===== src/rtl/imem_pkg.sv =====
// Shared types and instruction constants for the loadable instruction memory.
package imem_pkg;

  typedef enum logic [1:0] {
    IDLE,
    CLEAR,
    LOAD
  } imem_state_t;

  // Filler for benches padding hazard programs, and the end-of-program marker.
  localparam logic [31:0] NOP_ADD_XZR  = 32'h8b1f03ff;
  localparam logic [31:0] HALT_CBZ_XZR = 32'hb400001f;

endpackage


===== src/rtl/imem_ram_1r1w.sv =====
// N x 2**ADDR_W storage with one registered read port and one synchronous write port.
module imem_ram_1r1w #(
  parameter int unsigned  N      = 32,
  parameter int unsigned  ADDR_W = 7,
  parameter logic [N-1:0] FILL   = '0
) (
  input  logic              clk_i,
  input  logic              rst_i,
  input  logic              re_i,
  input  logic [ADDR_W-1:0] raddr_i,
  output logic [N-1:0]      rdata_o,
  input  logic              we_i,
  input  logic [ADDR_W-1:0] waddr_i,
  input  logic [N-1:0]      wdata_i
);

  localparam int unsigned Depth = 2 ** ADDR_W;

  // Array is never reset; it powers up holding FILL in every word.
  logic [N-1:0] mem_q [Depth] = '{default: FILL};
  logic [N-1:0] rdata_q;

  always_ff @(posedge clk_i) begin
    if (we_i) begin
      mem_q[waddr_i] <= wdata_i;
    end
  end

  always_ff @(posedge clk_i or posedge rst_i) begin
    if (rst_i) begin
      rdata_q <= '0;
    end else if (re_i) begin
      rdata_q <= mem_q[raddr_i];
    end
  end

  assign rdata_o = rdata_q;

endmodule


===== src/rtl/imem_loadable.sv =====
// Instruction memory with 1-cycle fetch and a clear-then-stream reload sequencer.
module imem_loadable
  import imem_pkg::*;
#(
  parameter int unsigned  N      = 32,
  parameter int unsigned  ADDR_W = 7,
  parameter logic [N-1:0] FILL   = '0
) (
  input  logic              clk,
  input  logic              reset,
  input  logic              fetch_en,
  input  logic [ADDR_W-1:0] addr,
  output logic [N-1:0]      q,
  output logic              q_valid,
  output logic              busy,
  input  logic              load_start,
  input  logic [ADDR_W:0]   load_len,
  input  logic              load_valid,
  input  logic [N-1:0]      load_data,
  output logic              load_ready,
  output logic              load_done
);

  localparam logic [ADDR_W:0] DepthW = {1'b1, {ADDR_W{1'b0}}};
  localparam logic [ADDR_W:0] PtrOne = 1;

  imem_state_t     state_q, state_d;
  logic [ADDR_W:0] ptr_q, ptr_d;
  logic [ADDR_W:0] len_q, len_d;
  logic            done_q, done_d;
  logic            q_valid_q;

  logic            rd_en;
  logic            wr_en;
  logic [N-1:0]    wr_data;

  assign rd_en = (state_q == IDLE) && fetch_en;

  always_comb begin
    state_d    = state_q;
    ptr_d      = ptr_q;
    len_d      = len_q;
    done_d     = 1'b0;
    wr_en      = 1'b0;
    wr_data    = FILL;
    load_ready = 1'b0;
    unique case (state_q)
      IDLE: begin
        if (load_start) begin
          state_d = CLEAR;
          ptr_d   = '0;
          len_d   = (load_len > DepthW) ? DepthW : load_len;
        end
      end
      CLEAR: begin
        wr_en = 1'b1;
        ptr_d = ptr_q + PtrOne;
        if (ptr_q == DepthW - PtrOne) begin
          ptr_d = '0;
          // A zero-length load finishes straight out of the clear phase.
          if (len_q == '0) begin
            state_d = IDLE;
            done_d  = 1'b1;
          end else begin
            state_d = LOAD;
          end
        end
      end
      LOAD: begin
        load_ready = (ptr_q < len_q);
        wr_data    = load_data;
        if (load_valid && load_ready) begin
          wr_en = 1'b1;
          ptr_d = ptr_q + PtrOne;
          if (ptr_q + PtrOne == len_q) begin
            state_d = IDLE;
            done_d  = 1'b1;
          end
        end
      end
      default: state_d = IDLE;
    endcase
  end

  always_ff @(posedge clk or posedge reset) begin
    if (reset) begin
      state_q   <= IDLE;
      ptr_q     <= '0;
      len_q     <= '0;
      done_q    <= 1'b0;
      q_valid_q <= 1'b0;
    end else begin
      state_q   <= state_d;
      ptr_q     <= ptr_d;
      len_q     <= len_d;
      done_q    <= done_d;
      q_valid_q <= rd_en;
    end
  end

  imem_ram_1r1w #(
    .N      (N),
    .ADDR_W (ADDR_W),
    .FILL   (FILL)
  ) u_ram (
    .clk_i   (clk),
    .rst_i   (reset),
    .re_i    (rd_en),
    .raddr_i (addr),
    .rdata_o (q),
    .we_i    (wr_en),
    .waddr_i (ptr_q[ADDR_W-1:0]),
    .wdata_i (wr_data)
  );

  assign q_valid   = q_valid_q;
  assign busy      = (state_q != IDLE);
  assign load_done = done_q;

endmodule


===== config.mk =====
export PLATFORM = sky130hd
export DESIGN_NAME = imem_loadable
export DESIGN_NICKNAME = d
export VERILOG_FILES = /design/src/rtl/imem_pkg.sv /design/src/rtl/imem_ram_1r1w.sv /design/src/rtl/imem_loadable.sv
export SDC_FILE = /design/constraint.sdc
export NUM_CORES = 2
export LEC_CHECK = 0
export CORE_MARGIN = 2
export CORE_UTILIZATION = 56
export DETAILED_ROUTE_END_ITERATION = 10
export GPL_TIMING_DRIVEN = 1
export PLACE_DENSITY_LB_ADDON = 0.05
export SLEW_MARGIN = 20
export SYNTH_ARGS = -nofsm -noshare
export SYNTH_HDL_FRONTEND = slang
export SYNTH_SLANG_ARGS = --single-unit

===== constraint.sdc =====
create_clock -name clk -period 6.1 [get_ports clk]
set_clock_uncertainty 0.15 [all_clocks]
set_input_delay 1.83 -clock clk [delete_from_list [all_inputs] [get_ports clk]]
set_output_delay 1.83 -clock clk [all_outputs]
set_load 0.02 [all_outputs]

Word-level counts from Yosys, hierarchy flattened
Memories as Yosys holds them, arrays and structs flattened. A register that Yosys moved wholly into a read port is not among the register bits.
Index checks and enable logic that the tools add are counted.
{"block": "word_totals", "register_bits": 20, "latchBits": 0, "ramBits": 4096, "mem_bits_ro": 0, "out_inout_bits": 36, "n_memories": 1}
{"block": "op_classes", "n_addsub": 1, "n_mul": 0, "div_mod_pow": 0, "order_cmp": 2, "eq_ne": 8, "shifts": 0, "n_mux": 22, "n_bitwise": 0, "n_reduce_logical": 9}
{"memory": "u_ram.mem_q", "depth": 128, "word_bits": 32, "read_ports": 1, "rd_ports_with_merged_regs": 1, "wr": 1, "line": "imem_ram_1r1w.sv:20", "text": "logic [N-1:0] mem_q [Depth] = '{default: FILL};"}
{"operator": "$mux W32", "n": 1}
{"operator": "$mux W8", "n": 4}
{"operator": "$pmux W8 S3", "n": 1}
{"operator": "$mux W2", "n": 5}
{"operator": "$add A8 B1 Y8 const B", "n": 1}
{"operator": "$eq A8 B7 Y1 const B", "n": 1}
{"operator": "$eq A8 B8 Y1", "n": 1}
{"operator": "$gt A8 B8 Y1 const B", "n": 1}
{"operator": "$logic_not A8 Y1", "n": 1}
{"operator": "$lt A8 B8 Y1", "n": 1}
{"operator": "$mux W1", "n": 8}
{"operator": "$ne A2 B2 Y1 const B", "n": 4}
{"operator": "$pmux W2 S3", "n": 1}
{"operator": "$pmux W1 S2", "n": 2}
{"operator": "$reduce_and A4 Y1", "n": 1}
{"operator": "$reduce_and A3 Y1", "n": 1}
{"operator": "$reduce_bool A3 Y1", "n": 1}
{"operator": "$eq A2 B1 Y1 const B", "n": 1}
{"operator": "$eq A2 B2 Y1 const B", "n": 1}
{"operator": "$logic_and A1 B1 Y1", "n": 2}
{"operator": "$logic_not A2 Y1", "n": 1}
{"operator": "$reduce_and A2 Y1", "n": 1}
{"operator": "$reduce_bool A2 Y1", "n": 1}

Longest topological paths before layout
{"block": "depth", "ltp_word": 6, "ltp_mapped": 12}

Hierarchy
From an unflattened synthesis, not the netlist that was laid out.
{"block": "unflattened", "hier_cells": 7834, "hier_area_um2": 160213.7}
{"module": "imem_ram_1r1w", "n_inst": 1, "cells_each": 7619, "area_each_um2": 158438.2, "seq_area_each_um2": 123798.7}
{"module": "imem_loadable", "n_inst": 1, "cells_each": 215, "area_each_um2": 1775.5, "seq_area_each_um2": 500.5}

Worst setup path before layout
OpenSTA, ideal clock, no wires.
{"block": "synth_path", "kind": "input to register", "start": "input port load_valid", "end": "memory u_ram.mem_q[120][0] (enable)", "t_arrival_ps": 4713, "setup_slack_ps": 776, "stages": 4, "n_path_buf": 2, "path_cell_list": "a41oi_2 -> clkbuf_1 -> buf_1 -> nor3_1"}
{"block": "synth_via", "elab_chain_len": 5}
{"item": "from (decl)", "line": "imem_loadable.sv:18", "text": "input logic load_valid,"}
{"item": "$logic_and A1 B1 Y1", "line": "imem_loadable.sv:72", "text": "if (load_valid && load_ready) begin"}
{"item": "$mux W1", "line": "imem_loadable.sv:72"}
{"item": "$pmux W1 S2", "line": "imem_loadable.sv:47", "text": "unique case (state_q)"}
{"item": "$mux W1", "line": "imem_ram_1r1w.sv:24", "text": "if (we_i) begin"}
{"item": "$mux W1 (not written as such)", "line": "imem_ram_1r1w.sv:25", "text": "mem_q[waddr_i] <= wdata_i;"}
{"item": "to (decl)", "line": "imem_ram_1r1w.sv:20"}
Every way passes these cells.

Worst setup path in the final report
{"block": "layout_path", "start": "register ptr_q[2]", "end": "output port load_ready"}
{"block": "layout_via", "elab_chain_len": 2}
{"item": "from (decl)", "line": "imem_loadable.sv:28", "text": "logic [ADDR_W:0] ptr_q, ptr_d;"}
{"item": "from (signal assigned)", "line": "imem_loadable.sv:94", "text": "ptr_q <= ptr_d;"}
{"item": "$lt A8 B8 Y1", "line": "imem_loadable.sv:70", "text": "load_ready = (ptr_q < len_q);"}
{"item": "$mux W1", "line": "imem_loadable.sv:47"}
{"item": "to (decl)", "line": "imem_loadable.sv:20", "text": "output logic load_ready,"}
Every way passes these cells.

==> reports/results.ini <==
[outcome]
outcome = finished clean

[clock_network]
htree_levels = 5
clk_pin_slew_worst_paths_ns = 0.07
cts_buffer_depth = 4
cts_buffers = 416
cts_tree = done
clkLatencyLatePin_ns = 0.95
clock-sinks = 4148
cts-resized-gates = 0
post_cts_buffers = 0
root_buffer = clkbuf_16
cts-hold-fix-buffers = 0

[pwr]
peakVddDrop_v = 0.000560
power_density_mw_per_mm2 = 355
power.total_mw = 64.3
p_leak_nw = 55.5

[logic_synthesis]
syn_nets = 7188
synth_area_sq_mm = 0.159
ys_dominant_reg_cell = edfxtp_1
ys_ff_latch = 4148
avgSynthCellArea_sq_um = 22.4
ys_warn_count = 0
synth_cell_types = 72
async_flop_share = 0.0125
postSynthCellCount = 7123
synth_edf_count = 4096
synth_seq_area_share = 0.780

[placed_design]
dp_worst_setup_slack_ns = 0.401
dp_cells = 11000
dp_hpwl_um = 264000
port_buffers = 87
gp_congestion = 0.886

[route]
maxUsedRoutingLayer = met5
drtIter0Drc = 11800
wl_met3_um = 44800
antenna_left = 0
remaining_drc_errors = 0
routed_via_density = 6.74
wl_per_cell_um = 37.1
wl_um = 437000
wl_met1_um = 176000
dr.pass1.iters = 7
num_vias = 79200
wl_met2_um = 200000

[critical_path]
worstPathArrival_ns = 3.51
crit_path_end_kind = output pin
criticalPathCategory = reg -> out
reg2reg_from = ptr_q[2]$_DFFE_PP0P_
required_ns = 4.12
worst_setup_path_start_kind = register
crit_path_start = ptr_q[2]$_DFFE_PP0P_
path_max_fanout = 15

[final_layout]
final_cells = 11800
nNetsFinal = 7725
drive_gt1_frac = 0.279
area_growth_pct = 13.7

[timing]
hold_viol_final = 0
finalCritPeriodShare = 0.899
finalSetupViolCount = 0
worstMarginPinSlew_ns = 1.28
fin_crit_ns = 5.49
max-slew-margin-rel = 0.138
slew_violations = 0
fin_ws_ns = 0.615
rsz0062_at_grt = false
fmax_ghz = 0.182
fin_setup_tns_ns = 0

[global_routing]
grtUsageTotal = 0.304
grt_pass1_wl_um = 608000
grt_pass1_vias = 77600
grt.overflow.total = 0
antenna_found_initial = 24
grt_max_degree = 129

[flow_run]
cap_viol_max_count = 0

[die]
coreArea_sq_mm = 0.283
std_cell_rows = 195
chipWidth_um = 537
start_util = 0.564
die-area_sq_mm = 0.289
die-height_um = 537
io_pins = 88

[hold_path]
min_path_type = reg -> reg
hp-start = len_q[0]$_DFFE_PP0P_

[power breakdown]
group          leakage, nW  switching, mW  internal [mW]
Sequential            36.3          0.459           32.9
Clock                 6.30           10.6           13.9
Combinational         12.9           4.72           1.71
[critical path, cell delays in order (launching register included)]
cell,delay (ns)
dfrtp_1,0.66
ha_1,0.31
o21ai_0,0.15
a21oi_1,0.08
o2111ai_2,0.30
nand2_1,0.22
nor2_1,0.18
clkdlybuf4s50_1,0.64
[cells in the final DEF (no fill, tap or decap), types with 12 or more instances in the layout]
master / n
nand3_1: 20
and2_4: 32
nor3_2: 49
buf_4: 350
and3_1: 15
nor3_1: 16
clkinv_1: 111
nand2_1: 193
o21ai_0: 64
nor2_4: 80
nand2b_1: 18
a211oi_1: 74
a21oi_1: 71
nor4_1: 27
o2bb2ai_1: 12
mux2_2: 47
clkbuf_16: 424
a31oi_1: 23
clkinv_2: 64
nor2_1: 46
bufinv_16: 27
edfxtp_1: 4096
mux2i_1: 255
o31ai_1: 13
diode_2: 13
a22oi_1: 23
clkdlybuf4s50_1: 82
o211ai_1: 15
buf_12: 79
o221ai_1: 41
inv_1: 16
mux4_2: 988
o22a_1: 33
ha_1: 13
dfrtp_1: 52
inv_6: 13
o22ai_1: 163
nor2b_1: 55
clkbuf_1: 97
a221oi_1: 24
[final cells by class]
type                       instances  area (sq um)
antenna                           13          32.5
clock inverter                   231          1860
inverter                          20          80.1
sequential                      4148        124000
multi-input combinational       2550         33900
timing repair buffer             524          5290
clock buffer                     525         11000
fill                           18800        101000
tap                             3743          4680
[path summary, 6_finish.rpt]
path | end | slack [ns] | cells past startpoint
min | len_q[0]$_DFFE_PP0P_ | 0.41 | 2
min reg2reg | len_q[0]$_DFFE_PP0P_ | 0.41 | 2
max | load_ready | 0.61 | 7
max reg2reg | u_ram.mem_q[45][20]$_DFFE_PP_ | 1.55 | 9
max in group asynchronous | u_ram.rdata_o[6]$_DFFE_PP0P_ | 3.71 | 3
min in group asynchronous | ptr_q[4]$_DFFE_PP0P_ | 1.03 | 2
[layer usage]
metal	vias to the layer above	track usage
met5	-	0
met4	6	0.102
met3	616	0.0579
met2	4301	0.452
met1	42800	0.461
li1	31500	-
[cell families (layout without fill, tap and decap cells)]
| group | Yosys count | after routing | synth area share |
|---|---|---|---|
| AOI/OAI and AO/OA | 625 | 625 | 0.0274 |
| xor gates and xnor gates | 10 | 10 | 0.000550 |
| adders and majority gates | 13 | 13 | 0.00102 |
| buffers and inverters | 425 | 1300 | 0.0132 |
| DFF | 4148 | 4148 | 0.780 |
| muxes | 1290 | 1290 | 0.159 |
| other | 0 | 13 | 0 |
| and+or+nand+nor | 612 | 612 | 0.0188 |
[cell usage after synthesis (6+ instances only)]
cell | instances | area share
a211oi_1 | 78 | 0.0037
nor3b_1 | 6 | 0.00028
a21oi_1 | 71 | 0.0022
a31oi_1 | 23 | 0.00090
nand2b_1 | 18 | 0.00071
nor2b_1 | 56 | 0.0022
dfrtp_1 | 52 | 0.0082
buf_1 | 17 | 0.00040
a221oi_1 | 24 | 0.0013
nor4_1 | 30 | 0.0012
a32oi_1 | 8 | 0.00044
o22a_1 | 33 | 0.0018
o31ai_1 | 13 | 0.00061
and3_1 | 16 | 0.00063
nand3b_1 | 8 | 0.00038
o221ai_1 | 41 | 0.0023
nor3_1 | 65 | 0.0020
nor2_1 | 126 | 0.0030
nand2_1 | 193 | 0.0045
a32o_1 | 7 | 0.00044
and2_1 | 42 | 0.0016
ha_1 | 13 | 0.0010
xnor2_1 | 6 | 0.00033
o2111ai_1 | 11 | 0.00060
edfxtp_1 | 4096 | 0.77
a211o_1 | 8 | 0.00044
inv_1 | 18 | 0.00042
mux4_2 | 988 | 0.14
o22ai_1 | 163 | 0.0064
clkbuf_1 | 163 | 0.0038
buf_6 | 7 | 0.00049
mux2_2 | 47 | 0.0033
buf_2 | 144 | 0.0045
buf_4 | 74 | 0.0035
or2_2 | 7 | 0.00027
o2bb2ai_1 | 12 | 0.00066
a22o_1 | 7 | 0.00038
a31o_2 | 7 | 0.00038
a22oi_1 | 23 | 0.0011
o21ai_0 | 64 | 0.0020
o211ai_1 | 15 | 0.00071
nand3_1 | 22 | 0.00069
mux2i_1 | 255 | 0.016
[metrics by stage]
step	utilization	cell area, sq um	hold WS, ns
2_1_floorplan	-	159000	0.326
3_3_place_gp	0.594	168000	0.402
3_5_place_dp	0.595	168000	0.411
4_1_cts	0.641	181000	0.424
5_1_grt	0.641	181000	0.468
6_report	0.641	181000	0.412
[state kept, by name, indices dropped and copies added, names as in the netlist]
register,cells
len_q,8
q_valid,1
u_ram.mem_q,4096
u_ram.rdata_o,32
ptr_q,8
load_done,1
state_q,2
(Power assumes the default switching activity.)
